### src/rtl/word_reducer_pkg.sv
// Shared definitions for the pipelined word reducer: op encodings,
// op normalisation/identity helpers and pipeline geometry functions.
package word_reducer_pkg;

  localparam logic [1:0] OP_OR  = 2'b00;
  localparam logic [1:0] OP_AND = 2'b01;
  localparam logic [1:0] OP_XOR = 2'b10;

  // Reserved encoding 11 is folded onto OR so downstream only sees legal ops.
  function automatic logic [1:0] norm_op(input logic [1:0] op);
    logic [1:0] res;
    res = (op == 2'b11) ? OP_OR : op;
    return res;
  endfunction

  // Identity for an op as a fill bit; callers replicate it across the word
  // (all-ones for AND, all-zeros for OR/XOR).
  function automatic logic op_identity(input logic [1:0] op);
    logic res;
    res = (op == OP_AND);
    return res;
  endfunction

  // Number of partial words present after `level` rounds of fan-in.
  function automatic int level_count(input int count, input int fanin, input int level);
    int c;
    c = count;
    for (int i = 0; i < 32; i++) begin
      if (i < level) c = (c + fanin - 1) / fanin;
    end
    return c;
  endfunction

  // Pipeline depth: ceil(log_fanin(count)), never less than one stage.
  function automatic int calc_stages(input int count, input int fanin);
    int s;
    int span;
    s    = 0;
    span = 1;
    for (int i = 0; i < 32; i++) begin
      if (span < count) begin
        span = span * fanin;
        s++;
      end
    end
    if (s == 0) s = 1;
    return s;
  endfunction

endpackage

### src/rtl/word_reducer_pipelined_if.sv
// Transaction-level handshake bundle between a producer/consumer and the
// pipelined word reducer.
interface word_reducer_pipelined_if #(
  parameter int WORD_WIDTH = 32,
  parameter int WORD_COUNT = 8
);
  logic [WORD_WIDTH*WORD_COUNT-1:0] in_words;
  logic [WORD_COUNT-1:0]            in_mask;
  logic [1:0]                       in_op;
  logic                             in_valid;
  logic                             in_ready;
  logic [WORD_WIDTH-1:0]            out_word;
  logic [1:0]                       out_op;
  logic                             out_valid;
  logic                             out_ready;

  modport master (
    output in_words, in_mask, in_op, in_valid, out_ready,
    input  in_ready, out_word, out_op, out_valid
  );

  modport slave (
    input  in_words, in_mask, in_op, in_valid, out_ready,
    output in_ready, out_word, out_op, out_valid
  );
endinterface

### src/rtl/word_reducer_stage.sv
// One reducer pipeline stage: folds each group of STAGE_FANIN words with the
// transaction op (incomplete last group padded with the op identity) and
// registers the partials, op and valid flag when the stage is allowed to load.
module word_reducer_stage
  import word_reducer_pkg::*;
#(
  parameter int  WORD_WIDTH  = 32,
  parameter int  IN_COUNT    = 8,
  parameter int  STAGE_FANIN = 4,
  localparam int OUT_COUNT   = (IN_COUNT + STAGE_FANIN - 1) / STAGE_FANIN
) (
  input  logic                            clock,
  input  logic                            reset,
  input  logic                            load,
  input  logic                            in_valid,
  input  logic [1:0]                      in_op,
  input  logic [WORD_WIDTH*IN_COUNT-1:0]  in_words,
  output logic                            out_valid,
  output logic [1:0]                      out_op,
  output logic [WORD_WIDTH*OUT_COUNT-1:0] out_words
);

  localparam int PAD_COUNT = OUT_COUNT * STAGE_FANIN;

  function automatic logic [WORD_WIDTH-1:0] combine(
    input logic [1:0]            op,
    input logic [WORD_WIDTH-1:0] a,
    input logic [WORD_WIDTH-1:0] b
  );
    logic [WORD_WIDTH-1:0] res;
    case (op)
      OP_AND:  res = a & b;
      OP_XOR:  res = a ^ b;
      default: res = a | b;
    endcase
    return res;
  endfunction

  logic [WORD_WIDTH*PAD_COUNT-1:0] padded;
  logic [WORD_WIDTH*OUT_COUNT-1:0] comb_words;

  genvar gi, gg, gj;
  for (gi = 0; gi < PAD_COUNT; gi++) begin : g_pad
    if (gi < IN_COUNT) begin : g_real
      assign padded[gi*WORD_WIDTH +: WORD_WIDTH] = in_words[gi*WORD_WIDTH +: WORD_WIDTH];
    end else begin : g_fill
      assign padded[gi*WORD_WIDTH +: WORD_WIDTH] = {WORD_WIDTH{op_identity(in_op)}};
    end
  end

  // Each fold step owns its own accumulator so the chain is a plain tree.
  for (gg = 0; gg < OUT_COUNT; gg++) begin : g_grp
    for (gj = 0; gj < STAGE_FANIN; gj++) begin : g_step
      logic [WORD_WIDTH-1:0] acc;
      if (gj == 0) begin : g_first
        assign acc = padded[(gg*STAGE_FANIN)*WORD_WIDTH +: WORD_WIDTH];
      end else begin : g_next
        assign acc = combine(in_op, g_step[gj-1].acc,
                             padded[(gg*STAGE_FANIN+gj)*WORD_WIDTH +: WORD_WIDTH]);
      end
    end
    assign comb_words[gg*WORD_WIDTH +: WORD_WIDTH] = g_step[STAGE_FANIN-1].acc;
  end

  // Stage register: when loading, take the upstream offer (or empty out);
  // payload only changes when something real arrives.
  always_ff @(posedge clock or posedge reset) begin
    if (reset) begin
      out_valid <= 1'b0;
      out_op    <= OP_OR;
      out_words <= '0;
    end else if (load) begin
      out_valid <= in_valid;
      if (in_valid) begin
        out_op    <= in_op;
        out_words <= comb_words;
      end
    end
  end

endmodule

### src/rtl/word_reducer_pipelined.sv
// Pipelined word reducer top: masks input words to the op identity, then
// reduces them through STAGES fan-in stages with per-stage valid/ready flow
// control so empty stages absorb work even while the output is stalled.
module word_reducer_pipelined
  import word_reducer_pkg::*;
#(
  parameter int WORD_WIDTH  = 32,
  parameter int WORD_COUNT  = 8,
  parameter int STAGE_FANIN = 4
) (
  input logic                     clock,
  input logic                     reset,
  word_reducer_pipelined_if.slave bus
);

  localparam int STAGES = calc_stages(WORD_COUNT, STAGE_FANIN);

  logic [1:0]                       op_p0;
  logic [WORD_WIDTH*WORD_COUNT-1:0] masked_p0;
  logic [STAGES-1:0]                vld_p;
  logic [STAGES-1:0]                ld;

  assign op_p0 = norm_op(bus.in_op);

  genvar gi, gk;
  for (gi = 0; gi < WORD_COUNT; gi++) begin : g_mask
    assign masked_p0[gi*WORD_WIDTH +: WORD_WIDTH] = bus.in_mask[gi]
      ? bus.in_words[gi*WORD_WIDTH +: WORD_WIDTH]
      : {WORD_WIDTH{op_identity(op_p0)}};
  end

  // A stage may load if the output drains or any stage at or below it is
  // empty; written flat so bubbles collapse without a chained ready vector.
  for (gk = 0; gk < STAGES; gk++) begin : g_load
    assign ld[gk] = bus.out_ready | ~(&vld_p[STAGES-1:gk]);
  end

  assign bus.in_ready = ld[0];

  for (gk = 0; gk < STAGES; gk++) begin : g_stage
    localparam int IN_CNT  = level_count(WORD_COUNT, STAGE_FANIN, gk);
    localparam int OUT_CNT = level_count(WORD_COUNT, STAGE_FANIN, gk + 1);

    logic [WORD_WIDTH*IN_CNT-1:0]  words_in;
    logic [1:0]                    op_in;
    logic                          vld_in;
    logic [WORD_WIDTH*OUT_CNT-1:0] words_q;
    logic [1:0]                    op_q;

    if (gk == 0) begin : g_head
      assign words_in = masked_p0;
      assign op_in    = op_p0;
      assign vld_in   = bus.in_valid;
    end else begin : g_body
      assign words_in = g_stage[gk-1].words_q;
      assign op_in    = g_stage[gk-1].op_q;
      assign vld_in   = vld_p[gk-1];
    end

    word_reducer_stage #(
      .WORD_WIDTH  (WORD_WIDTH),
      .IN_COUNT    (IN_CNT),
      .STAGE_FANIN (STAGE_FANIN)
    ) u_stage (
      .clock     (clock),
      .reset     (reset),
      .load      (ld[gk]),
      .in_valid  (vld_in),
      .in_op     (op_in),
      .in_words  (words_in),
      .out_valid (vld_p[gk]),
      .out_op    (op_q),
      .out_words (words_q)
    );
  end

  assign bus.out_word  = g_stage[STAGES-1].words_q;
  assign bus.out_op    = g_stage[STAGES-1].op_q;
  assign bus.out_valid = vld_p[STAGES-1];

endmodule

### src/flat_wrapper.sv
// flat-port wrapper written by rule: the top's interface ports become plain ports
module word_reducer_pipelined_flat import word_reducer_pkg::*;
#(
  parameter int WORD_WIDTH  = 32,
  parameter int WORD_COUNT  = 8,
  parameter int STAGE_FANIN = 4
)
  (clock, reset, bus_in_words, bus_in_mask, bus_in_op, bus_in_valid, bus_out_ready, bus_in_ready, bus_out_word, bus_out_op, bus_out_valid);
  word_reducer_pipelined_if #(.WORD_WIDTH(WORD_WIDTH), .WORD_COUNT(WORD_COUNT)) bus_i ();
  input logic clock;
  input logic reset;
  input wire logic [$bits(bus_i.in_words)-1:0] bus_in_words;
  input wire logic [$bits(bus_i.in_mask)-1:0] bus_in_mask;
  input wire logic [$bits(bus_i.in_op)-1:0] bus_in_op;
  input wire logic [$bits(bus_i.in_valid)-1:0] bus_in_valid;
  input wire logic [$bits(bus_i.out_ready)-1:0] bus_out_ready;
  output wire logic [$bits(bus_i.in_ready)-1:0] bus_in_ready;
  output wire logic [$bits(bus_i.out_word)-1:0] bus_out_word;
  output wire logic [$bits(bus_i.out_op)-1:0] bus_out_op;
  output wire logic [$bits(bus_i.out_valid)-1:0] bus_out_valid;
  assign bus_i.in_words = bus_in_words;
  assign bus_i.in_mask = bus_in_mask;
  assign bus_i.in_op = bus_in_op;
  assign bus_i.in_valid = bus_in_valid;
  assign bus_i.out_ready = bus_out_ready;
  assign bus_in_ready = bus_i.in_ready;
  assign bus_out_word = bus_i.out_word;
  assign bus_out_op = bus_i.out_op;
  assign bus_out_valid = bus_i.out_valid;
  word_reducer_pipelined #(.WORD_WIDTH(WORD_WIDTH), .WORD_COUNT(WORD_COUNT), .STAGE_FANIN(STAGE_FANIN)) u_core (.clock(clock), .reset(reset), .bus(bus_i));
endmodule
### config.mk
export PLATFORM = sky130hd
export DESIGN_NAME = word_reducer_pipelined_flat
export DESIGN_NICKNAME = d
export VERILOG_FILES = /design/src/rtl/word_reducer_pkg.sv /design/src/rtl/word_reducer_pipelined_if.sv /design/src/rtl/word_reducer_stage.sv /design/src/rtl/word_reducer_pipelined.sv /design/src/flat_wrapper.sv
export SDC_FILE = /design/constraint.sdc
export NUM_CORES = 1
export LEC_CHECK = 0
export ABC_AREA = 1
export ABC_CLOCK_PERIOD_IN_PS = 5000
export BUFFER_PORTS_ARGS = -buffer_cell sky130_fd_sc_hd__clkbuf_2
export CAP_MARGIN = 20
export CORE_MARGIN = 3
export CORE_UTILIZATION = 55
export DETAILED_ROUTE_END_ITERATION = 10
export HOLD_SLACK_MARGIN = 0.06
export PLACE_DENSITY = 0.77
export SLEW_MARGIN = 20
export SYNTH_ARGS = -nofsm -noshare
export SYNTH_HDL_FRONTEND = slang
export SYNTH_SLANG_ARGS = --single-unit
### constraint.sdc
create_clock -name clock -period 5 [get_ports clock]
set_clock_uncertainty 0.15 [all_clocks]
set_input_delay 1 -clock clock [delete_from_list [all_inputs] [get_ports clock]]
set_output_delay 1 -clock clock [all_outputs]
set_load 0.02 [all_outputs]
==> results of run 1 <==
## where the power goes
part / internal [uW] / switching [uW] / total [uW]
logic: 1230 / 2130 / 3360
registers: 1070 / 198 / 1270
clock network: 451 / 313 / 765
## per-layer routing
metal,share of wire,global-route usage
met3,0.046,0.01529
met4,0.021,0.06095
met5,0,0
met2,0.45,0.4303
met1,0.49,0.3756
## how the worst max path moves through the flow
stage | cells after the start | end | startpoint
2_1_floorplan | 14 | u_core.g_stage[1].u_stage.out_words[19] | u_core.g_stage[0].u_stage.out_op[1]
3_3_place_gp | 25 | u_core.g_stage[0].u_stage.out_words[29] | bus_in_op[1]
3_5_place_dp | 25 | u_core.g_stage[0].u_stage.out_words[29] | bus_in_op[1]
4_1_cts | 25 | u_core.g_stage[0].u_stage.out_words[29] | bus_in_op[1]
5_1_grt | 26 | u_core.g_stage[0].u_stage.out_words[24] | bus_in_op[1]
6_report | 25 | u_core.g_stage[0].u_stage.out_words[29] | bus_in_op[1]
## layout make-up
type	count	area (sq um)	area share
repair buffers	352	1967	0.08336
clock inverters	5	82.58	0.003500
clock buffers	10	239.0	0.01013
flip-flops and latches	102	2552	0.1082
well taps	511	639.4	0.02710
inverters	632	2382	0.1010
multi-input cells	2620	15730	0.6668
## Yosys cell counts
library cell | count | area, sq um
clkbuf_1 | 69 | 259.0
buf_1 | 3 | 11.26
o21ai_0 | 219 | 1096
a21oi_1 | 32 | 160.2
inv_1 | 629 | 2361
or2_0 | 30 | 187.7
or2_2 | 34 | 212.7
nand3_2 | 1 | 10.01
buf_2 | 103 | 515.5
nand2_2 | 1 | 6.260
o21ai_2 | 10 | 87.58
ha_1 | 581 | 7269
buf_4 | 12 | 90.09
inv_2 | 3 | 11.26
nand2_1 | 1482 | 5563
nand3_1 | 128 | 640.6
nor2_1 | 40 | 150.1
o21ai_1 | 62 | 310.3
buf_6 | 6 | 67.56
dfrtp_1 | 102 | 2552
## worst max-delay path, stage by stage
cell and delay [ns]:
clkbuf_2 0.11, inv_1 0.11, ha_1 0.29, nor2_1 0.07, inv_1 0.49, o21ai_0 0.28
inv_1 0.11, ha_1 0.23, nand2_1 0.07, nand3_1 0.07, o21ai_0 0.20, inv_1 0.09
ha_1 0.28, nand2_1 0.05, nand2_1 0.06, nand2_1 0.05, o21ai_1 0.19, inv_1 0.08
ha_1 0.28, nand2_1 0.05, nand2_1 0.09, nand2_1 0.05, nand2_1 0.07, nand2_1 0.04
nand2_1 0.08
## metrics by stage
step / hold slack, ns / worst slack (ns) / total power, uW / util / cells
2_1_floorplan: 0.3244 / 0.7746 / 3725 / - / 3547
3_3_place_gp: 0.3123 / 0.3940 / 4536 / 0.6107 / 4217
3_5_place_dp: 0.3152 / 0.2934 / 4625 / 0.6107 / 4217
4_1_cts: 0.3335 / 0.6571 / 5430 / 0.6192 / 4232
5_1_grt: 0.3408 / 0.2768 / 6075 / 0.6192 / 4232
6_report: 0.3250 / 0.6564 / 5390 / 0.6192 / 4232
## cell families (layout without fill, tap and decap cells)
family,Yosys count,in the layout,share of synthesized area
AO/OA/AOI/OAI,323,323,0.07671
adder cells (fa/ha/maj),581,581,0.3371
buffers and inverters,825,999,0.1538
flip-flops,102,102,0.1184
AND/OR/NAND/NOR,1716,1716,0.3140
## flip-flops by register name, indices dropped and copies added (netlist names)
register	count
u_core.g_stage.u_stage.out_words	96
u_core.g_stage.u_stage.out_op	4
u_core.g_stage.u_stage.out_valid	2
==> results.sh, run 1 <==
export IMPL_grt_setup_unrepaired="false"
export IMPL_worst_slew_pin_slew_ns=1.001
export IMPL_synth_distinct_cells=20
export IMPL_required_ns=5.14
export IMPL_drive_above_1_share=0.1134
export IMPL_hp_class="register to register"
export IMPL_final_common_cell="nand2_1"
export IMPL_fp_dieW_um=204
export IMPL_syn_to_final_growth_pct=9.435
export IMPL_vias=20476
export IMPL_rr_endpoint="u_core.g_stage[1].u_stage.out_words[13]"
export IMPL_numClockSinks=102
export IMPL_whs_path_depth=2
export IMPL_layout_common_cells="nand2_1, inv_1, ha_1, clkbuf_2, o21ai_0"
export IMPL_cts_root_buf="clkbuf_16"
export IMPL_r2r_slack_ns=1.56
export IMPL_cp_end_kind="register"
export IMPL_synth_seq_cells=102
export IMPL_pwr_density_cell_mw_per_mm2=228.4
export IMPL_crit_reg2reg_launch="u_core.g_stage[0].u_stage.out_op[0]"
export IMPL_post_cts_buffers=0
export IMPL_insertedDiodeCount=0
export IMPL_hold_buffers=0
export IMPL_hold_viol=0
export IMPL_clk_latency_ns=0.36
export IMPL_via_per_inst=4.838
export IMPL_first_pass_iters=6
export IMPL_grt_max_degree=193
export IMPL_postPlaceCellArea_sq_mm=0.02327
export IMPL_cap_violations=0
export IMPL_drc_errors=0
export IMPL_cts_made_buffers=9
export IMPL_die_y_um=204
export IMPL_finalSetupTns_ns=0
export IMPL_grt_pass1_wl_um=91010
export IMPL_fmax_mhz=230.2
export IMPL_antenna_left=0
export IMPL_setup_viol=0
export IMPL_cp_max_fo=24
export IMPL_min_to="u_core.g_stage[1].u_stage.out_words[18]"
export IMPL_grt_pass1_vias=18422
export IMPL_drt_initial_drc_count=1442
export IMPL_avgRoutedWirePerCell_um=12.94
export IMPL_leakage_uw=0.01523
export IMPL_clockBufferDepth=2
export IMPL_ys_seq_area_frac=0.1184
export IMPL_crit_type="input pin to register"
export IMPL_cts_resized=0
export IMPL_fp_dieArea_sq_mm=0.04162
export IMPL_fill_cells=3746
export IMPL_syn_nets=4398
export IMPL_place_hpwl_um=42380
export IMPL_fin_crit_sh=0.8687
export IMPL_start_kind="input pin"
export IMPL_grt_usage=0.2611
export IMPL_io_buffers=305
export IMPL_place_gp_congestion=0.8656
export IMPL_syn_area_sq_mm=0.02156
export IMPL_slew_viol_final=0
export IMPL_status="complete, no violations"
export IMPL_wl_um=54780
export IMPL_row_count=71
export IMPL_slew_headroom=0.3325
export IMPL_antenna_found_initial=0
export IMPL_synth_area_per_cell_sq_um=6.079
export IMPL_clk_pin_slew_ns=0.07
export IMPL_power_ir_vdd_worst_mv=0.1778
export IMPL_tritoncts="yes"
export IMPL_layout_min_cycle_time_ns=4.344
export IMPL_post_route_cell_area_sq_mm=0.02360
export IMPL_reg2reg_depth=17
export IMPL_io_pins=306
export IMPL_yosysWarnings=0
export IMPL_overflow=0
export IMPL_htreeDepth=3
export IMPL_cp_arrival_ns=4.49
export IMPL_hp_start="u_core.g_stage[1].u_stage.out_words[18]"
export IMPL_coreArea_sq_mm=0.03811
export IMPL_netlist_instances=3547
export IMPL_start_util=0.5658
export IMPL_nets=4568
(Power assumes the default switching activity.)
==> run 2, diff against run 1 <==
--- a/config.mk
+++ b/config.mk
@@ -10,10 +10,11 @@
 export BUFFER_PORTS_ARGS = -buffer_cell sky130_fd_sc_hd__clkbuf_2
 export CAP_MARGIN = 20
 export CORE_MARGIN = 3
-export CORE_UTILIZATION = 55
+export CORE_UTILIZATION = 61
+export CTS_CLUSTER_DIAMETER = 30
 export DETAILED_ROUTE_END_ITERATION = 10
 export HOLD_SLACK_MARGIN = 0.06
-export PLACE_DENSITY = 0.77
+export PLACE_DENSITY = 0.84
 export SLEW_MARGIN = 20
 export SYNTH_ARGS = -nofsm -noshare
 export SYNTH_HDL_FRONTEND = slang
==> results.sh, run 2 (synthesized netlist as in run 1, its figures left out) <==
export IMPL_status="complete, no violations"
export IMPL_total_power_uw=5382
export IMPL_layout_common_cells="nand2_1, inv_1, ha_1, clkbuf_2, o21ai_0"
export IMPL_syn_to_final_growth_pct=9.035
export IMPL_slew_headroom=0.3330
export IMPL_rr_endpoint="u_core.g_stage[1].u_stage.out_words[8]"
export IMPL_cp_end_kind="register"
export IMPL_hold_buffers=0
export IMPL_required_ns=5.11
export IMPL_dr_wl_met2_um=24020
export IMPL_hp_start="u_core.g_stage[1].u_stage.out_words[15]"
export IMPL_antenna_left=0
export IMPL_io_pins=306
export IMPL_layout_min_cycle_time_ns=4.212
export IMPL_setup_viol=0
export IMPL_final_common_cell="nand2_1"
export IMPL_wl_met1_um=25860
export IMPL_htreeDepth=3
export IMPL_wl_um=53730
export IMPL_numClockSinks=102
export IMPL_crit_type="input pin to register"
export IMPL_cts_resized=0
export IMPL_reg2reg_depth=17
export IMPL_met3_length_um=2326
export IMPL_first_pass_iters=5
export IMPL_slew_viol_final=0
export IMPL_antenna_found_initial=0
export IMPL_fp_dieArea_sq_mm=0.03764
export IMPL_power_ir_vdd_worst_mv=0.2602
export IMPL_finalSetupTns_ns=0
export IMPL_fin_crit_sh=0.8424
export IMPL_row_count=68
export IMPL_regMostFlops="u_core.g_stage.u_stage.out_words"
export IMPL_critPathCapture="u_core.g_stage[0].u_stage.out_words[29]"
export IMPL_worst_slew_pin_slew_ns=0.9995
export IMPL_overflow=0
export IMPL_largest_register_ff_count=96
export IMPL_leakage_uw=0.01522
export IMPL_io_buffers=305
export IMPL_clk_latency_ns=0.37
export IMPL_crit_reg2reg_launch="u_core.g_stage[0].u_stage.out_op[0]"
export IMPL_r2r_slack_ns=1.46
export IMPL_largestRegisters="u_core.g_stage.u_stage.out_words: 96 flops, u_core.g_stage.u_stage.out_op: 4 flops, u_core.g_stage.u_stage.out_valid: 2 flops"
export IMPL_place_gp_congestion=0.9005
export IMPL_clockBufferDepth=2
export IMPL_grt_max_degree=137
export IMPL_avgRoutedWirePerCell_um=12.86
export IMPL_coreArea_sq_mm=0.03471
export IMPL_drt_initial_drc_count=1250
export IMPL_drc_errors=0
export IMPL_fin_util=0.6773
export IMPL_post_route_cell_area_sq_mm=0.02351
export IMPL_grt_pass1_wl_um=92310
export IMPL_grt_usage=0.2863
export IMPL_pwr_density_cell_mw_per_mm2=228.9
export IMPL_routed_top_layer="met4"
export IMPL_clk_pin_slew_ns=0.08
export IMPL_insertedDiodeCount=0
export IMPL_post_cts_buffers=0
export IMPL_cp_startpoint="bus_in_op[1]"
export IMPL_cts_root_buf="clkbuf_16"
export IMPL_fmax_mhz=237.4
export IMPL_vias=20482
export IMPL_postPlaceCellArea_sq_mm=0.02320
export IMPL_hp_class="register to register"
export IMPL_place_hpwl_um=41820
export IMPL_fp_dieW_um=194.0
export IMPL_cp_max_fo=32
export IMPL_via_per_inst=4.904
export IMPL_tritoncts="yes"
export IMPL_drive_above_1_share=0.1136
export IMPL_cts_made_buffers=9
export IMPL_nets=4568
export IMPL_grt_setup_unrepaired="false"
export IMPL_die_y_um=194.0
export IMPL_cap_violations=0
export IMPL_start_util=0.6211
export IMPL_grt_pass1_vias=19068
export IMPL_hold_viol=0
export IMPL_cp_arrival_ns=4.32
export IMPL_start_kind="input pin"
## run 2: final cells by class
class	count	area (sq um)
clock buffer	9	225.2
multi-input combinational	2620	15730
tap	455	569.3
clock inverter	7	80.08
fill	3231	11200
inverter	632	2382
timing repair buffer	352	1967
sequential	102	2552
## run 2: report_power, final
part / switching [uW] / internal (uW) / leakage, uW
Sequential: 199 / 1070 / 0.00128
Clock: 354 / 395 / 0.000148
Combinational: 2130 / 1230 / 0.0138
Total: 2680 / 2700 / 0.0152
## run 2: stage by stage
| stage | cells | worst slack (ns) | hold slack (ns) |
|---|---|---|---|
| final | 4177 | 0.7881 | 0.3282 |
| after global routing | 4177 | 0.4059 | 0.3528 |
| after CTS | 4177 | 0.8181 | 0.3347 |
| after detailed placement | 4161 | 0.4613 | 0.3151 |
| after global placement | 4161 | 0.4738 | 0.3110 |
| after floorplan | 3547 | 0.7746 | 0.3244 |
## run 2: worst max-delay path, stage by stage
cell and delay (ns):
clkbuf_2 0.11, inv_1 0.08, ha_1 0.24, nor2_1 0.24, inv_1 0.09, buf_4 0.23, o21ai_0 0.14, inv_1 0.07
ha_1 0.30, nand2_1 0.07, nand3_1 0.06, o21ai_0 0.26, inv_1 0.10, ha_1 0.30, nand2_1 0.05, nand2_1 0.08
nand2_1 0.05, o21ai_1 0.17, inv_1 0.08, ha_1 0.27, nand2_1 0.07, nand2_1 0.05, nand2_1 0.05, nand2_1 0.05
nand2_1 0.06, nand2_1 0.05
## run 2: how the worst min path moves through the flow
stage               slack (ns)  depth (start not counted)                                 endpoint
global placement          0.31                          2  u_core.g_stage[1].u_stage.out_words[23]
global route              0.35                          2  u_core.g_stage[1].u_stage.out_words[15]
detailed placement        0.32                          2  u_core.g_stage[1].u_stage.out_words[26]
CTS                       0.33                          2  u_core.g_stage[1].u_stage.out_words[15]
floorplan                 0.32                          2  u_core.g_stage[0].u_stage.out_words[32]
finish                    0.33                          2  u_core.g_stage[1].u_stage.out_words[15]
## run 2: layer usage
layer	global-route usage	vias to the layer above
met5	0	-
met4	0.08777	0
met1	0.4053	8986
met2	0.4708	475
li1	-	10950
met3	0.01633	71
